[config.mk]
export PLATFORM = sky130hd
export DESIGN_NAME = id_ex_elastic_reg
export DESIGN_NICKNAME = d
export VERILOG_FILES = /design/src/rtl/id_ex_elastic_reg.sv
export SDC_FILE = /design/constraint.sdc
export NUM_CORES = 1
export LEC_CHECK = 0
export ABC_AREA = 1
export BUFFER_PORTS_ARGS = -buffer_cell sky130_fd_sc_hd__clkbuf_2
export CAP_MARGIN = 20
export CORE_ASPECT_RATIO = 1.4
export CORE_UTILIZATION = 51
export CTS_BUF_LIST = sky130_fd_sc_hd__clkbuf_16
export CTS_CLUSTER_DIAMETER = 60
export DETAILED_ROUTE_END_ITERATION = 6
export PLACE_DENSITY = 0.84
export RECOVER_POWER = 50
export REMOVE_ABC_BUFFERS = 1
export SKIP_CTS_REPAIR_TIMING = 1
export SLEW_MARGIN = 20
export SYNTH_ARGS = -nofsm -noshare
export SYNTH_HDL_FRONTEND = slang
export SYNTH_SLANG_ARGS = --single-unit
export TNS_END_PERCENT = 10
[constraint.sdc]
create_clock -name clk -period 2.05 [get_ports clk]
set_clock_uncertainty 0.05 [all_clocks]
set_input_delay 0.5125 -clock clk [delete_from_list [all_inputs] [get_ports clk]]
set_output_delay 0.5125 -clock clk [all_outputs]
set_load 0.005 [all_outputs]
[src/rtl/id_ex_elastic_reg.sv]
// id_ex_elastic_reg
// Elastic ID->EX pipeline register. A main slot drives the EX side and a
// skid slot absorbs one extra instruction when EX stalls. This lets the
// ready signal back to ID be a function of registered state only.
// Flush squashes everything that is held or arriving in the same cycle.
//
// Ports
//   clk, rst                  clock and synchronous active-high reset
//   i_flush                   squash held and incoming entries
//   i_id_valid / o_id_ready   ID-side handshake
//   i_id_*                    decoded payload from ID
//   o_ex_valid / i_ex_ready   EX-side handshake
//   o_ex_*                    registered payload (NOP values when invalid)
//   o_stall_cnt               saturating EX stall counter (ID_EX_STALL_CNT_EN only)
//
// Build option: define ID_EX_STALL_CNT_EN to add the stall counter and its port.
module id_ex_elastic_reg #(
    parameter int unsigned XLEN       = 32,
    parameter int unsigned ALUOP_W    = 8,
    parameter int unsigned ALUSEL_W   = 3,
    parameter int unsigned REGADDR_W  = 5,
    parameter int unsigned NOP_ALUOP  = 0,
    parameter int unsigned NOP_ALUSEL = 0,
    parameter int unsigned CNT_W      = 32
) (
    input  logic                 clk,
    input  logic                 rst,
    input  logic                 i_flush,
    input  logic                 i_id_valid,
    output logic                 o_id_ready,
    input  logic [ALUOP_W-1:0]   i_id_aluop,
    input  logic [ALUSEL_W-1:0]  i_id_alusel,
    input  logic [XLEN-1:0]      i_id_r1_data,
    input  logic [XLEN-1:0]      i_id_r2_data,
    input  logic [XLEN-1:0]      i_id_pc,
    input  logic                 i_id_w_enable,
    input  logic [REGADDR_W-1:0] i_id_w_addr,
    output logic                 o_ex_valid,
    output logic [ALUOP_W-1:0]   o_ex_aluop,
    output logic [ALUSEL_W-1:0]  o_ex_alusel,
    output logic [XLEN-1:0]      o_ex_r1_data,
    output logic [XLEN-1:0]      o_ex_r2_data,
    output logic [XLEN-1:0]      o_ex_pc,
    output logic                 o_ex_w_enable,
    output logic [REGADDR_W-1:0] o_ex_w_addr,
`ifdef ID_EX_STALL_CNT_EN
    output logic [CNT_W-1:0]     o_stall_cnt,
`endif
    input  logic                 i_ex_ready
);

    typedef struct packed {
        logic [ALUOP_W-1:0]   aluop;
        logic [ALUSEL_W-1:0]  alusel;
        logic [XLEN-1:0]      r1_data;
        logic [XLEN-1:0]      r2_data;
        logic [XLEN-1:0]      pc;
        logic                 w_enable;
        logic [REGADDR_W-1:0] w_addr;
    } payload_t;

    localparam logic [1:0] S_EMPTY = 2'd0;
    localparam logic [1:0] S_ONE   = 2'd1;
    localparam logic [1:0] S_TWO   = 2'd2;

    logic [1:0] r_state;
    logic [1:0] w_state_nxt;
    payload_t   r_main;
    payload_t   r_skid;
    payload_t   w_main_nxt;
    payload_t   w_skid_nxt;
    payload_t   w_nop;
    payload_t   w_in;
    logic       w_main_valid;
    logic       w_accept;
    logic       w_consume;

    // NOP payload and incoming payload bundles
    always_comb begin
        w_nop        = '0;
        w_nop.aluop  = ALUOP_W'(NOP_ALUOP);
        w_nop.alusel = ALUSEL_W'(NOP_ALUSEL);
        w_in         = '{aluop:    i_id_aluop,
                         alusel:   i_id_alusel,
                         r1_data:  i_id_r1_data,
                         r2_data:  i_id_r2_data,
                         pc:       i_id_pc,
                         w_enable: i_id_w_enable,
                         w_addr:   i_id_w_addr};
    end

    assign w_main_valid = (r_state == S_ONE) || (r_state == S_TWO);
    // Ready depends only on state and reset, never on i_ex_ready
    assign o_id_ready   = (r_state != S_TWO) && !rst;
    assign w_accept     = i_id_valid && o_id_ready;
    assign w_consume    = w_main_valid && i_ex_ready;

    // State register; main slot is reloaded with NOP whenever it empties
    always_ff @(posedge clk) begin
        if (rst) begin
            r_state <= S_EMPTY;
            r_main  <= w_nop;
            r_skid  <= w_nop;
        end else begin
            r_state <= w_state_nxt;
            r_main  <= w_main_nxt;
            r_skid  <= w_skid_nxt;
        end
    end

    // Next-state and slot update
    always_comb begin
        w_state_nxt = r_state;
        w_main_nxt  = r_main;
        w_skid_nxt  = r_skid;
        if (i_flush) begin
            w_state_nxt = S_EMPTY;
            w_main_nxt  = w_nop;
            w_skid_nxt  = w_nop;
        end else begin
            case (r_state)
                S_EMPTY: begin
                    if (w_accept) begin
                        w_state_nxt = S_ONE;
                        w_main_nxt  = w_in;
                    end
                end
                S_ONE: begin
                    if (w_accept && w_consume) begin
                        w_main_nxt  = w_in;
                    end else if (w_accept) begin
                        w_state_nxt = S_TWO;
                        w_skid_nxt  = w_in;
                    end else if (w_consume) begin
                        w_state_nxt = S_EMPTY;
                        w_main_nxt  = w_nop;
                    end
                end
                S_TWO: begin
                    if (w_consume) begin
                        w_state_nxt = S_ONE;
                        w_main_nxt  = r_skid;
                        w_skid_nxt  = w_nop;
                    end
                end
                default: begin
                    w_state_nxt = S_EMPTY;
                    w_main_nxt  = w_nop;
                    w_skid_nxt  = w_nop;
                end
            endcase
        end
    end

    assign o_ex_valid    = w_main_valid;
    assign o_ex_aluop    = r_main.aluop;
    assign o_ex_alusel   = r_main.alusel;
    assign o_ex_r1_data  = r_main.r1_data;
    assign o_ex_r2_data  = r_main.r2_data;
    assign o_ex_pc       = r_main.pc;
    assign o_ex_w_enable = r_main.w_enable;
    assign o_ex_w_addr   = r_main.w_addr;

`ifdef ID_EX_STALL_CNT_EN
    logic [CNT_W-1:0] r_stall_cnt;

    // Saturating count of cycles EX holds a valid instruction without taking it
    always_ff @(posedge clk) begin
        if (rst) begin
            r_stall_cnt <= '0;
        end else if (w_main_valid && !i_ex_ready && !i_flush && (r_stall_cnt != '1)) begin
            r_stall_cnt <= r_stall_cnt + CNT_W'(1);
        end
    end

    assign o_stall_cnt = r_stall_cnt;
`else
    logic [CNT_W-1:0] w_unused_cnt;
    assign w_unused_cnt = '0;
`endif

endmodule

==> flow_metrics.env <==
export IMPL_per_cell_routed_wire_length_um=13.8
export IMPL_cts_root_buffer_cell="sky130_fd_sc_hd__clkbuf_16"
export IMPL_finish_net_count=2429
export IMPL_ys_types=23
export IMPL_cts_htree_levels=1
export IMPL_design_area_mm2=0.0150
export IMPL_path_cells="inv_2 -> ha_4 -> nor2_8 -> clkbuf_2"
export IMPL_critical_path_slowest_cell="sky130_fd_sc_hd__dfxtp_1"
export IMPL_path_clk_slew_ps=70
export IMPL_vias_in_the_first_global_route=12200
export IMPL_tritoncts="yes"
export IMPL_dp_hpwl_um=21900
export IMPL_ff2ff_setup_slack_ps=70
export IMPL_boundaryPins=233
export IMPL_global_route_wire_length_before_repair_um=54900
export IMPL_worst_slack_ps=60.5
export IMPL_worstPathArrival_ps=1430
export IMPL_fin_setup_tns_ps=0
export IMPL_largest_net_degree_at_the_start_of_global_routing=90
export IMPL_vdd_ir_drop_worst_v=0.000759
export IMPL_cap_violations=0
export IMPL_total_leakage_power_nw=8.19
export IMPL_drcViolationCount=0
export IMPL_crit_buf_inv=2
export IMPL_cp_num_cells=4
export IMPL_grt_overflow_total=0
export IMPL_yosysTopAreaCellShare_pct=37.4
export IMPL_hold_path_class="primary input to flop"
export IMPL_via_density_per_instance=5.04
export IMPL_report_final_setup_viol=0
export IMPL_std_cell_rows=66
export IMPL_cts_inserted_buffers=24
export IMPL_maximum_fanout_along_the_worst_path=4
export IMPL_initial_utilization_pct=52.2
export IMPL_tightest_pin_transition_ps=606
export IMPL_layout_area_overhead_vs_synth_pct=23.0
export IMPL_worstSetupEndpointType="primary output"
export IMPL_groute_usage_overall_pct=27.0
export IMPL_wl_um=36200
export IMPL_floorplan_core_area_mm2=0.0234
export IMPL_finalHoldViolations=0
export IMPL_floorplan_die_width_um=133
export IMPL_first_pass_iters=5
export IMPL_first_iter_violations=874
export IMPL_via_count=13300
export IMPL_place_port_buffers=232
export IMPL_ys_warnings_count=0
export IMPL_slew_limit_headroom_pct=59.6
export IMPL_antenna_left=0
export IMPL_worst_setup_path_startpoint="r_state[0]$_SDFFE_PP0P_"
export IMPL_detailedPlace_worstSlack_ps=-50.8
export IMPL_period_share_pct=97.0
export IMPL_design_die_area_mm2=0.0246
export IMPL_worst_r2r_endpoint="r_skid[96]$_SDFFE_PP0P_"
export IMPL_worst_ep_required_time_ps=1490
export IMPL_worst_setup_path_type="flop to primary output"
export IMPL_crit_reg2reg_launch="r_state[1]$_SDFFE_PP0P_"
export IMPL_syn_inst=2099
export IMPL_rd_place_congestion=0.866
export IMPL_r2r_cells=11
export IMPL_timing_critical_path_from_type="flop"
export IMPL_clkLatencyLatePin_ps=520
export IMPL_worst_setup_ep="o_id_ready"
export IMPL_total_power_mw=10.8
export IMPL_max_clock_path_buffers=3
export IMPL_grt_antenna_before_repair=6
export IMPL_fin_crit_ps=1990
export IMPL_mappedNetlistArea_mm2=0.0122
export IMPL_min_delay_path_depth=3
export IMPL_outcome="finished clean"
export IMPL_post_route_cells_drive_above_1_share_pct=13.9
export IMPL_power_per_cell_area_mw_per_mm2=718
export IMPL_post_synth_top_area_cell="sky130_fd_sc_hd__dfxtp_1"
export IMPL_synth_seq_area_share_pct=37.4
export IMPL_detailed_place_area_mm2=0.0140
export IMPL_die_ht_um=185
export IMPL_slew_viol_final=0
export IMPL_filler_cell_count=2092
export IMPL_ys_seq_elements=228
export IMPL_post_synth_cell_area_avg_um2=5.81
export IMPL_clkSinkCount=228
export IMPL_critPathMaxStageDelay_ps=350
export IMPL_fmax_ghz=0.503
export IMPL_synth_area_leaders="sky130_fd_sc_hd__dfxtp_1 (37%), sky130_fd_sc_hd__nand2_1 (30%), sky130_fd_sc_hd__inv_1 (8.7%)"
export IMPL_cpLargestDelayFamily="flip-flops"
## layout make-up
cell class | instances | area [um2] | area share [%]
Antenna cell | 4 | 10.0 | 0.0667
Clock inverter | 19 | 201 | 1.34
Clock buffer | 25 | 626 | 4.17
Timing Repair Buffer | 316 | 2140 | 14.2
Sequential cell | 228 | 4570 | 30.4
Inverter | 284 | 1070 | 7.12
Multi-Input combinational cell | 1451 | 6020 | 40.1
Tap cell | 306 | 383 | 2.55
## synthesized netlist by cell type
cell	n
sky130_fd_sc_hd__nor2_1	227
sky130_fd_sc_hd__nand2_1	976
sky130_fd_sc_hd__nor2_4	2
sky130_fd_sc_hd__nand3_2	2
sky130_fd_sc_hd__nand2_2	1
sky130_fd_sc_hd__buf_2	48
sky130_fd_sc_hd__dfxtp_1	228
sky130_fd_sc_hd__ha_1	6
sky130_fd_sc_hd__a21oi_1	116
sky130_fd_sc_hd__buf_4	3
sky130_fd_sc_hd__nor2_2	1
sky130_fd_sc_hd__o21ai_1	10
sky130_fd_sc_hd__a21oi_2	1
sky130_fd_sc_hd__nand3_1	1
sky130_fd_sc_hd__o21ai_0	39
sky130_fd_sc_hd__or2_2	1
sky130_fd_sc_hd__buf_1	25
sky130_fd_sc_hd__nor2_8	1
sky130_fd_sc_hd__buf_6	8
sky130_fd_sc_hd__nand4_1	67
sky130_fd_sc_hd__inv_1	282
sky130_fd_sc_hd__clkbuf_1	52
sky130_fd_sc_hd__inv_2	2
## where the power goes
group	total [mW]	internal (mW)	leakage [nW]	switching, mW
sequential	4.61	4.55	1.85	0.0576
clock	4.63	2.72	0.393	1.91
combinational	1.54	0.578	5.95	0.960
total	10.8	7.85	8.19	2.93
## per-stage QoR
step	utilization [%]	instances	hold slack, ps
2_1_floorplan	-	1963	405
3_3_place_gp	59.9	2573	402
3_5_place_dp	59.9	2573	404
4_1_cts	63.4	2617	247
5_1_grt	64.3	2633	282
6_report	64.3	2633	270
## layout by cell type, fill, tap and decap left out, drive strengths merged
cell type / count
nand2: 977
ha: 6
nor2: 231
clkinv: 10
dfxtp: 228
a21oi: 117
buf: 82
bufinv: 4
nand4: 67
or2: 1
diode: 4
clkbuf: 259
inv: 284
nand3: 3
o21ai: 49
clkinvlp: 5
## worst min path at each step
stage                                    end                           from  slack (ps)
2_1_floorplan       r_skid[101]$_SDFFE_PP0P_       r_skid[101]$_SDFFE_PP0P_         400
3_3_place_gp        o_ex_pc[30]$_SDFFE_PP0P_       o_ex_pc[30]$_SDFFE_PP0P_         400
3_5_place_dp   o_ex_r2_data[13]$_SDFFE_PP0P_  o_ex_r2_data[13]$_SDFFE_PP0P_         400
4_1_cts              r_state[1]$_SDFFE_PP0P_                     i_id_valid         250
5_1_grt              r_state[1]$_SDFFE_PP0P_                     i_id_valid         280
6_report             r_state[1]$_SDFFE_PP0P_                     i_id_valid         270
## worst register-to-register path: cells and delay by family (launching register included)
family	cells	cell delay [ps]
AND/OR/NAND/NOR	6	730
adder cells (fa/ha/maj)	1	220
flip-flops	1	400
buffers and inverters	4	510
## routing by layer
metal	global-route usage [%]	routed length (um)	part of all wire (%)
met5	0	24	0.066
met4	15.5	1850	5.1
met3	3.69	2480	6.8
met2	50.4	17900	49
met1	29.2	14000	39
## state kept, by name, summed over array words and instances, names as in the netlist
name           count
o_ex_pc           32
o_ex_r2_data      32
o_ex_w_addr        5
o_ex_alusel        3
r_skid           113
o_ex_r1_data      32
o_ex_aluop         8
r_state            2
o_ex_w_enable      1
## kinds of logic after synthesis
family	after synthesis	synth area share, %
AO/OA/AOI/OAI	166	6.84
buffers and inverters	420	14.0
flip-flops	228	37.4
adder cells (fa/ha/maj)	6	0.615
AND/OR/NAND/NOR	1279	41.1
No activity file was read; power rests on OpenSTA's default activity.
